===== config.mk =====
export PLATFORM = sky130hd
export DESIGN_NAME = uart_tx_fifo
export DESIGN_NICKNAME = d
export VERILOG_FILES = /design/src/rtl/uart_pkg.sv /design/src/rtl/uart_fifo_mem.sv /design/src/rtl/uart_tx_fifo.sv
export SDC_FILE = /design/constraint.sdc
export NUM_CORES = 1
export LEC_CHECK = 0
export ABC_AREA = 0
export CAP_MARGIN = 20
export CORE_MARGIN = 4
export CORE_UTILIZATION = 55
export DETAILED_ROUTE_END_ITERATION = 6
export DONT_BUFFER_PORTS = 1
export PLACE_DENSITY = 0.7
export SETUP_SLACK_MARGIN = 0.1
export SYNTH_ARGS = -nofsm -noshare
export SYNTH_HDL_FRONTEND = slang
export SYNTH_HIERARCHICAL = 1
export SYNTH_SLANG_ARGS = --single-unit

===== constraint.sdc =====
create_clock -name clock -period 5.7 [get_ports clock]
set_input_delay 1.14 -clock clock [delete_from_list [all_inputs] [get_ports clock]]
set_output_delay 1.14 -clock clock [all_outputs]
set_load 0.05 [all_outputs]

===== src/rtl/uart_pkg.sv =====
// rtl/uart_pkg.sv - shared byte and sequencer-state types for the UART transmit FIFO
package uart_pkg;

  // One character on the wire.
  typedef logic [7:0] uart_byte_t;

  // Frame sequencer states: waiting for data, frame running, one-clock rearm gap.
  typedef enum logic [1:0] {
    IDLE = 2'd0,
    SEND = 2'd1,
    GAP  = 2'd2
  } tx_seq_state_t;

endpackage


===== src/rtl/uart_fifo_mem.sv =====
// rtl/uart_fifo_mem.sv - Depth x 8 byte storage, clocked write, combinational read
module uart_fifo_mem
  import uart_pkg::*;
#(
  parameter int Depth = 16,
  localparam int AddrW = $clog2(Depth)
) (
  input  logic             clock,
  input  logic             i_wr_en,
  input  logic [AddrW-1:0] i_wr_addr,
  input  uart_byte_t       i_wr_data,
  input  logic [AddrW-1:0] i_rd_addr,
  output uart_byte_t       o_rd_data
);

  // Contents are not reset: the pointers alone decide what is valid.
  uart_byte_t r_mem [Depth];

  // Store the incoming byte at the write address.
  always_ff @(posedge clock) begin
    if (i_wr_en) begin
      r_mem[i_wr_addr] <= i_wr_data;
    end
  end

  // Head byte is visible without a clock so the sequencer can load it directly.
  assign o_rd_data = r_mem[i_rd_addr];

endmodule


===== src/rtl/uart_tx_fifo.sv =====
// rtl/uart_tx_fifo.sv - byte FIFO and frame sequencer feeding a UART serializer; optional UART_TX_FIFO_OVF_EN adds ovf_clr/overflow
module uart_tx_fifo
  import uart_pkg::*;
#(
  parameter int Depth = 16,
  localparam int CountW = $clog2(Depth + 1)
) (
  input  logic              clock,
  input  logic              reset,
  input  logic              wr_en,
  input  logic [7:0]        wr_data,
  output logic              full,
  output logic              empty,
  output logic [CountW-1:0] count,
  output logic              busy,
  output logic              txen,
  output logic [7:0]        txdata,
  input  logic              cts
`ifdef UART_TX_FIFO_OVF_EN
  ,
  input  logic              ovf_clr,
  output logic              overflow
`endif
);

  localparam int AddrW = $clog2(Depth);

  logic [AddrW-1:0]  r_wr_ptr;
  logic [AddrW-1:0]  r_rd_ptr;
  logic [CountW-1:0] r_count;
  logic              r_full;
  logic              r_empty;
  logic              r_txen;
  logic              r_cts_seen;
  uart_byte_t        r_txdata;
  tx_seq_state_t     r_state;

  logic              w_push;
  logic              w_pop;
  uart_byte_t        w_head;
  logic [CountW-1:0] w_count_nxt;

  // A write is taken only when the registered full flag allows it, even if a
  // pop frees a slot in the same clock.
  assign w_push = wr_en && !r_full;

  // The byte in flight leaves the FIFO once its stop bit has been seen and ended.
  assign w_pop = (r_state == SEND) && r_cts_seen && !cts;

  uart_fifo_mem #(
    .Depth(Depth)
  ) u_mem (
    .clock     (clock),
    .i_wr_en   (w_push),
    .i_wr_addr (r_wr_ptr),
    .i_wr_data (wr_data),
    .i_rd_addr (r_rd_ptr),
    .o_rd_data (w_head)
  );

  // Next occupancy: simultaneous push and pop cancel out.
  always_comb begin
    w_count_nxt = r_count;
    if (w_push && !w_pop) begin
      w_count_nxt = r_count + 1'b1;
    end else if (!w_push && w_pop) begin
      w_count_nxt = r_count - 1'b1;
    end
  end

  // Pointers, occupancy and the flags derived from it, all updated together.
  always_ff @(posedge clock or negedge reset) begin
    if (!reset) begin
      r_wr_ptr <= '0;
      r_rd_ptr <= '0;
      r_count  <= '0;
      r_full   <= 1'b0;
      r_empty  <= 1'b1;
    end else begin
      if (w_push) begin
        r_wr_ptr <= r_wr_ptr + 1'b1;
      end
      if (w_pop) begin
        r_rd_ptr <= r_rd_ptr + 1'b1;
      end
      r_count <= w_count_nxt;
      r_full  <= (w_count_nxt == CountW'(Depth));
      r_empty <= (w_count_nxt == '0);
    end
  end

  // Frame sequencer: present the head byte, wait out the stop bit, then drop
  // txen for one clock so the serializer rearms before the next frame.
  always_ff @(posedge clock or negedge reset) begin
    if (!reset) begin
      r_state    <= IDLE;
      r_txen     <= 1'b0;
      r_txdata   <= '0;
      r_cts_seen <= 1'b0;
    end else begin
      case (r_state)
        IDLE: begin
          if (r_count != '0) begin
            r_state    <= SEND;
            r_txen     <= 1'b1;
            r_txdata   <= w_head;
            r_cts_seen <= 1'b0;
          end
        end
        SEND: begin
          if (cts) begin
            r_cts_seen <= 1'b1;
          end else if (r_cts_seen) begin
            r_txen  <= 1'b0;
            r_state <= GAP;
          end
        end
        GAP: begin
          // r_count already reflects the pop that ended the previous frame.
          if (r_count != '0) begin
            r_state    <= SEND;
            r_txen     <= 1'b1;
            r_txdata   <= w_head;
            r_cts_seen <= 1'b0;
          end else begin
            r_state <= IDLE;
          end
        end
        default: begin
          r_state <= IDLE;
          r_txen  <= 1'b0;
        end
      endcase
    end
  end

`ifdef UART_TX_FIFO_OVF_EN
  logic r_overflow;

  // Sticky record of a dropped write; a new drop wins over a clear in the same clock.
  always_ff @(posedge clock or negedge reset) begin
    if (!reset) begin
      r_overflow <= 1'b0;
    end else if (wr_en && r_full) begin
      r_overflow <= 1'b1;
    end else if (ovf_clr) begin
      r_overflow <= 1'b0;
    end
  end

  assign overflow = r_overflow;
`endif

  assign full   = r_full;
  assign empty  = r_empty;
  assign count  = r_count;
  assign busy   = (r_state != IDLE);
  assign txen   = r_txen;
  assign txdata = r_txdata;

endmodule


==> results of run 1 <==
where the power goes:
part	internal (W)	switching [W]
Sequential	0.00143	0.000324
Combinational	0.000433	0.000522
Clock	0.000687	0.000439
Total	0.00255	0.00128
through the flow:
stage                     instance area, um^2  worst slack [ps]  total power [W]
after floorplan                          6250              2760          0.00252
after global placement                   6330              2480          0.00270
after detailed placement                 6330              2430          0.00273
after CTS                                6930              2810          0.00386
after global routing                     6950              2660          0.00403
final                                    6950              2810          0.00383
final cells by class:
type	instances	area share, %
Sequential cell	155	65.1
Clock buffer	17	6.13
Tap cell	140	2.52
Clock inverter	15	2.50
Multi-Input combinational cell	147	22.8
Timing Repair Buffer	5	0.540
Inverter	7	0.378
logic make-up after synthesis:
logic type	count (synthesis)
mux	41
xor+xnor	10
buf+inv	20
compound gates	29
simple gates	62
flops	155
fa+ha+maj	5
cell usage in the layout, fill, tap and decap left out, types with 2 or more instances in the layout:
cell type	instances
ha_1	5
mux2_2	9
nor4_2	2
inv_1	6
nand3_1	4
mux4_1	14
mux4_2	18
nor3_1	4
clkinvlp_4	4
edfxtp_1	128
o22ai_1	2
nand2_1	16
o21ai_0	5
a22oi_1	16
nor2_1	16
bufinv_16	3
nand2b_1	3
nand4_1	2
buf_4	4
clkinv_2	3
clkinv_4	2
nand3b_1	2
xor2_1	3
xnor2_1	6
inv_6	2
clkbuf_16	17
dfrtp_1	25
final timing paths:
| path | from | end | depth (start not counted) |
|---|---|---|---|
| hold / removal | reset | r_cts_seen | 0 |
| setup reg to reg | full | u_mem/r_mem[0][0] | 4 |
| setup / recovery | full | u_mem/r_mem[0][0] | 4 |
| min in group clock | r_cts_seen | r_cts_seen | 2 |
| hold reg to reg | r_cts_seen | r_cts_seen | 2 |
| max in group asynchronous | reset | empty | 0 |
routing by layer:
layer	GRT usage, %	vias up	share of wire (%)
li1	-	1318	-
met1	26.2	1549	43
met2	29.5	108	48
met3	7.40	13	7.5
met4	7.92	0	1.6
met5	0	-	0
state kept, by name, indices dropped and copies added, names as in the netlist:
signal       flops
r_state          2
txdata           8
txen             1
count            5
r_cts_seen       1
full             1
u_mem/r_mem    128
r_wr_ptr         4
r_rd_ptr         4
empty            1
==> metrics.csv, run 1 <==
metric,value,unit
outcome,completed,
Hold WC Path Type,input port to async pin,
Starting Density,56.9,%
Post-DP HPWL,7330,um
largest cells by area after synthesis,"edfxtp_1, dfrtp_1, mux4_2",
share of the synthesized area in the top cell type,61.5,%
DR vias,2988,
cts bufs inserted,17,
pin count of the biggest net entering global routing,36,
first-pass GRT wire length,18300,um
TNS Setup,0,ps
Die X,115,um
"Reg clk slew, reported paths",60,ps
synthesis-stage register bit count,155,
NumNets Final,350,
buffer and inverter count on the worst path,1,
Crit Path Class,register to register,
Layout area overhead,11.1,%
row count,38,
grt total ovfl,0,
Worst path max stage delay,750,ps
"Seq/Total Area, Yosys",72.3,%
Post-CTS Setup Bufs,0,
Cell variety after synth,47,
fin crit share,50.7,%
Layout Cells excl Fill,486,
Post-synth top cells,"edfxtp_1, dfrtp_1, mux4_2",
RSZ-0062 raised after global routing,false,
die area,0.0131,mm^2
total routed wirelength,11500,um
CP required,5750,ps
Fin. Hold Viols,0,
"critical path fanouts, max",9,
vias in the first global route,3127,
DRT Pass-1 Iters,4,
DRC,0,
IO Pins,29,
PostCTS Resize Cnt,0,
CTS Sinks,155,
min Tclk post-route,2890,ps
slowest cell on the critical path,nor3_1,
syn avg cell area,19.4,um^2
die height,115,um
mux contribution to synthesized area,14.0,%
WP data arrival,2940,ps
CP Cell Sequence,nand2b_1 > inv_2 > or3b_2 > nor3_1,
ant diodes,0,
Critical Path Source Type,register,
Final Hold Slack,406,ps
CTS H-tree depth,4,
TritonCTS clock tree,yes,
worst slew pin tran,985,ps
Leak,2.38,nW
leading area contributor after synthesis,edfxtp_1,
largest family of logic cells by synthesized area,multiplexers,
Slew HR,33.8,%
initial antenna violation count,0,
Synth Area in Simple Gates,5.35,%
WL/cell,23.8,um
port bufs,0,
GRT Util Overall,19.7,%
Max Cap Viol,0,
ys async rst share,17.4,%
DRT iter0 DRCs,279,
predominant post-synthesis flop cell,edfxtp_1,
final setup vio count,0,
clk_skew,10.5,ps
crit path capture type,register,
Root Buffer,clkbuf_16,
Reg area,0.00452,mm^2
Placed Cells,452,
cell count after synthesis,322,
Worst-Skew Late Latency,430,ps
placer congestion estimate,0.776,
area of the multi-input gates,0.00159,mm^2
CTS Hold Bufs,0,
number of synthesized flops with an enable pin,128,
final core utilization,63.2,%
Reg2Reg Setup Slack,2810,ps
area share of fa/ha/maj cells after synthesis,1.00,%
share of post-route cells with drive strength above 1,21.7,%
Max VDD drop,0.000428,V
final antenna-violating net count,0,
most common cell in the netlist,edfxtp_1,
Avg Vias per Cell,6.15,
Final Max Slew Viols,0,
"delay-heaviest family, CP",simple AND/OR/NAND/NOR gates,
synth warn,6,
fillers,734,
xor/xnor share of the synthesized area,1.52,%
complex-gate fraction of the synthesized area,3.50,%
Mapped Area,0.00625,mm^2
PwrDens,551,mW/mm^2
syn_nets,339,
clock buffer depth,2,
Placeable Area,0.0110,mm^2
Max Fclk,0.346,GHz
(Power assumes the default switching activity.)
==> inputs of run 2 (changes only) <==
==> constraint.sdc (replaced) <==
create_clock -name clock -period 2.8 [get_ports clock]
set_input_delay 0.56 -clock clock [delete_from_list [all_inputs] [get_ports clock]]
set_output_delay 0.56 -clock clock [all_outputs]
set_load 0.05 [all_outputs]
==> run 2 against run 1 <==
Register-to-register slack got worse by 2200 ps. Design area rose by 2.0%. Setup slack lost 2200 ps. Clock power rose by 100%. Count of clock-buffer cells in the layout increased by 2. Critical path depth unchanged. Cell count up 3.5%. Sequential share of layout area down 1.3 points. Wire length is 2.7% higher. Clock skew is 4.0 ps lower. Die area is the same.
==> metrics.csv, run 2 (synthesized netlist as in run 1, its figures left out) <==
metric,value,unit
Post-DP HPWL,7650,um
Power Total,0.00787,W
clk_skew,6.44,ps
NumNets Final,367,
initial antenna violation count,0,
DP Area,0.00647,mm^2
Biggest register,u_mem/r_mem,
total routed wirelength,11900,um
fin crit share,77.0,%
clock buffer depth,2,
max reg flops,128,
CTS H-tree depth,4,
Slew HR,50.5,%
r2r worst-path depth,4,
TritonCTS clock tree,yes,
Reg2Reg Setup Slack,640,ps
most frequent cells in the layout,"edfxtp_1, dfrtp_1, buf_4",
DRT Pass-1 Iters,5,
Layout Cells excl Fill,503,
"Reg clk slew, reported paths",60,ps
Critical Path Source Type,register,
Post-CTS Setup Bufs,0,
worst r2r src,full,
Avg Vias per Cell,6.05,
Max Fclk,0.464,GHz
Worst-Skew Late Latency,430,ps
"delay-heaviest family, CP",simple AND/OR/NAND/NOR gates,
Worst path max stage delay,620,ps
Layout area overhead,13.4,%
Max Cap Viol,0,
Final Max Slew Viols,0,
slowest cell on the critical path,nor2_1,
pin count of the biggest net entering global routing,36,
min Tclk post-route,2160,ps
TNS Setup,0,ps
buffer and inverter count on the worst path,1,
RSZ-0062 raised after global routing,false,
GRT Util Overall,20.2,%
row count,38,
Placed Cells,469,
Starting Density,56.9,%
CTS Sinks,155,
die area,0.0131,mm^2
first-pass GRT wire length,18600,um
Fin. Hold Viols,0,
final setup vio count,0,
Leak,2.47,nW
DR vias,3042,
crit path capture type,register,
PwrDens,1110,mW/mm^2
"critical path fanouts, max",9,
Hold WC Path Type,input port to register,
PostCTS Resize Cnt,0,
reg2reg end,u_mem/r_mem[11][3],
final antenna-violating net count,0,
WL/cell,23.6,um
Hold Path End,u_mem/r_mem[6][3],
min-delay src,wr_data[3],
CP Cell Sequence,nand2b_1 > inv_2 > nand3b_1 > nor2_1,
DRT iter0 DRCs,228,
Max VDD drop,0.000809,V
vias in the first global route,3060,
"most common cell after layout, fill and taps aside",edfxtp_1,
Crit Path Class,register to register,
outcome,completed,
IO Pins,29,
DRC,0,
CP required,2860,ps
placer congestion estimate,0.744,
Finished Cell Area,0.00709,mm^2
worst slew pin tran,740,ps
Root Buffer,clkbuf_16,
Hold Path Stages,0,
Die X,115,um
share of post-route cells with drive strength above 1,24.0,%
cts bufs inserted,17,
Final Hold Slack,221,ps
Placeable Area,0.0110,mm^2
die height,115,um
WP data arrival,2220,ps
grt total ovfl,0,
port bufs,0,
ant diodes,0,
[run 2: cell count changes in the layout (fill, tap and decap cells not counted)]
cell           before  now
buf_12              0    2
clkbuf_4            1    0
buf_4               4   19
clkinv_2            3    2
inv_6               2    0
clkinv_1            1    3
clkinvlp_4          4    3
dlygate4sd3_1       0    1
clkbuf_1            0    2
[run 2: timing repair]
| action | in CTS | in global routing |
|---|---|---|
| endpoints found under the setup margin | 0 | 0 |
| hold buffers | 2 | 0 |
| hold endpoints to repair | 27 | 0 |
[run 2: through the flow]
step           utilization (%)  worst slack (ps)
2_1_floorplan                -               282
3_3_place_gp              58.9               646
3_5_place_dp              58.9               575
4_1_cts                   64.5               616
5_1_grt                   64.5               482
6_report                  64.5               645
[run 2: final cells by class]
class                   instances  area, um^2
flip-flops and latches        155        4520
fillers                       739        3900
multi-input cells             147        1590
clock buffers                  19         433
repair buffers                 22         193
well taps                     140         175
clock inverters                13         151
inverters                       7        26.3
[run 2: worst register-to-register path, stage by stage (launching register included)]
cell	delay (ps)
dfrtp_1	550
nand2b_1	270
inv_2	180
nand3b_1	170
nor2_1	620
[run 2: worst max path at each step]
stage	startpoint	to	slack (ps)	cells past startpoint
2_1_floorplan	full	u_mem/r_mem[0][0]	280	5
3_3_place_gp	full	u_mem/r_mem[11][1]	650	4
3_5_place_dp	cts	empty	580	6
5_1_grt	full	u_mem/r_mem[11][3]	480	4
6_report	full	u_mem/r_mem[11][3]	640	4
4_1_cts	full	u_mem/r_mem[11][3]	620	4
[run 2: power by group]
| group | switching, W | internal [W] |
|---|---|---|
| clock network | 0.000877 | 0.00139 |
| registers | 0.000705 | 0.00290 |
| logic | 0.00105 | 0.000957 |
| total | 0.00263 | 0.00524 |
[run 2: layer usage]
metal	vias to the layer above	wire length, um	track usage [%]
li1	1352	-	-
met1	1583	5170	29.2
met2	94	5690	29.1
met3	13	797	5.97
met4	0	203	8.08
met5	-	0	0
==> inputs of run 3 (changes only) <==
--- a/config.mk
+++ b/config.mk
@@ -11,7 +11,7 @@
 export CORE_UTILIZATION = 55
 export DETAILED_ROUTE_END_ITERATION = 6
 export DONT_BUFFER_PORTS = 1
-export PLACE_DENSITY = 0.7
+export PLACE_DENSITY = 0.73
 export SETUP_SLACK_MARGIN = 0.1
 export SYNTH_ARGS = -nofsm -noshare
 export SYNTH_HDL_FRONTEND = slang
==> constraint.sdc (replaced) <==
create_clock -name clock -period 1.8 [get_ports clock]
set_input_delay 0.36 -clock clock [delete_from_list [all_inputs] [get_ports clock]]
set_output_delay 0.36 -clock clock [all_outputs]
set_load 0.05 [all_outputs]
==> run 3 against run 2 <==
The flow now finishes with violations (negative setup slack). Design area increased by 7.1%. Flip-flop and latch count is the same. Largest power group unchanged. Critical endpoint is now txdata[5]. Clock skew up 2.9 ps. Sequential power is 49% higher. Critical path depth rose by 1. Largest cell class unchanged. Wire length up 2.7%.
==> metrics.csv, run 3 (synthesized netlist as in run 1, its figures left out) <==
metric,value,unit
CTS Sinks,155,
grt total ovfl,0,
placer congestion estimate,0.858,
Layout area overhead,21.4,%
Sw Share,33.0,%
most frequent cells in the layout,"edfxtp_1, mux4_2, buf_4",
Max Cap Viol,0,
share of post-route cells with drive strength above 1,40.4,%
WP data arrival,2200,ps
IO Pins,29,
Pint,0.00910,W
cts bufs inserted,17,
Worst-Skew Late Latency,420,ps
Clock power frac,29.0,%
die area,0.0131,mm^2
row count,38,
Layout Cells excl Fill,521,
Placeable Area,0.0110,mm^2
Final Hold Slack,36.8,ps
CP required,2090,ps
GRT Util Overall,20.0,%
min Tclk post-route,1910,ps
slack of the critical path,-107,ps
Placed Cells,477,
ant diodes,0,
Reg area,0.00453,mm^2
Max VDD drop,0.00132,V
Leak,2.59,nW
vias in the first global route,3167,
Biggest register,u_mem/r_mem,
combinational share of power,31.7,%
first-pass GRT wire length,18700,um
DRT iter0 DRCs,251,
DRC,0,
Crit Path Class,register to register,
Die X,115,um
"critical path fanouts, max",16,
outcome,finished with violations,
port bufs,0,
TritonCTS clock tree,yes,
Root Buffer,clkbuf_16,
"most common cell after layout, fill and taps aside",edfxtp_1,
NumNets Final,385,
total routed wirelength,12200,um
Critical Path Source Type,register,
area of the multi-input gates,0.00171,mm^2
die height,115,um
crit path capture type,register,
final antenna-violating net count,0,
Post-DP HPWL,7440,um
Starting Density,56.9,%
Slew HR,62.0,%
WL/cell,23.4,um
DRT Pass-1 Iters,4,
TNS Setup,-374,ps
clock buffer depth,2,
Final Max Slew Viols,0,
"Reg clk slew, reported paths",60,ps
sw power,0.00449,W
part of the power in registers,39.3,%
fin crit share,106,%
final setup vio count,6,
max reg flops,128,
Fin. Hold Viols,0,
DP Area,0.00673,mm^2
worst slew pin tran,570,ps
initial antenna violation count,0,
pin count of the biggest net entering global routing,36,
clk_skew,9.31,ps
Max Fclk,0.524,GHz
Hold Path Stages,0,
final core utilization,69.1,%
CTS H-tree depth,4,
failing checks,negative setup slack,
Finished Cell Area,0.00759,mm^2
RSZ-0062 raised after global routing,true,
r2r worst-path depth,5,
fillers,638,
PwrDens,1790,mW/mm^2
DR vias,3114,
Hold WC Path Type,input port to register,
Avg Vias per Cell,5.98,
==> run 3: area by class of cell <==
type                       count  share of cell area [%]
multi-input combinational    147                    22.5
clock inverter                13                    2.84
timing repair buffer          40                    6.28
inverter                       7                   0.445
tap                          140                    2.31
clock buffer                  19                    5.97
sequential                   155                    59.6
==> run 3: power by group through the flow <==
| stage | Sequential (W) | Combinational (W) | Clock [W] |
|---|---|---|---|
| after floorplan | 0.00554 | 0.00275 | 0 |
| after global placement | 0.00537 | 0.00387 | 0 |
| after detailed placement | 0.00540 | 0.00395 | 0 |
| after CTS | 0.00534 | 0.00415 | 0.00400 |
| after global routing | 0.00541 | 0.00459 | 0.00419 |
| final | 0.00535 | 0.00430 | 0.00394 |
==> run 3: timing repair <==
action / CTS / global route
endpoints found under the setup margin: 45 / 44
buffers inserted: 3 / 7
hold buffers: 2 / 0
pin swaps: 2 / 4
gates resized for setup: 6 / 10
hold endpoints to repair: 27 / 0
==> run 3: critical path, stage by stage, from the launching register on <==
cell	delay (ps)
dfrtp_2	410
buf_12	180
mux4_2	510
a22oi_1	270
nand2_1	120
mux2_2	290
==> run 3: per-stage QoR <==
stage	setup WS (ps)	total power, W
after global placement	-70.5	0.00924
after CTS	-81.0	0.0135
final	-107	0.0136
after global routing	-126	0.0142
after floorplan	-147	0.00829
after detailed placement	-107	0.00935
==> run 3: per-layer routing <==
metal	routed length, um	global-route usage, %	vias up
met3	701	6.24	15
met5	0	0	-
li1	-	-	1373
met4	157	6.65	0
met2	6200	31.5	94
met1	5120	26.8	1632
==> run 3: path summary, 6_finish.rpt <==
check                             from                 to  slack [ps]
max                        r_rd_ptr[0]          txdata[5]        -110
min                         wr_data[6]  u_mem/r_mem[3][6]          40
max reg2reg                r_rd_ptr[0]          txdata[5]        -110
min reg2reg                 r_cts_seen         r_cts_seen         540
max in group asynchronous        reset              empty        1130
min in group asynchronous        reset          txdata[3]         410
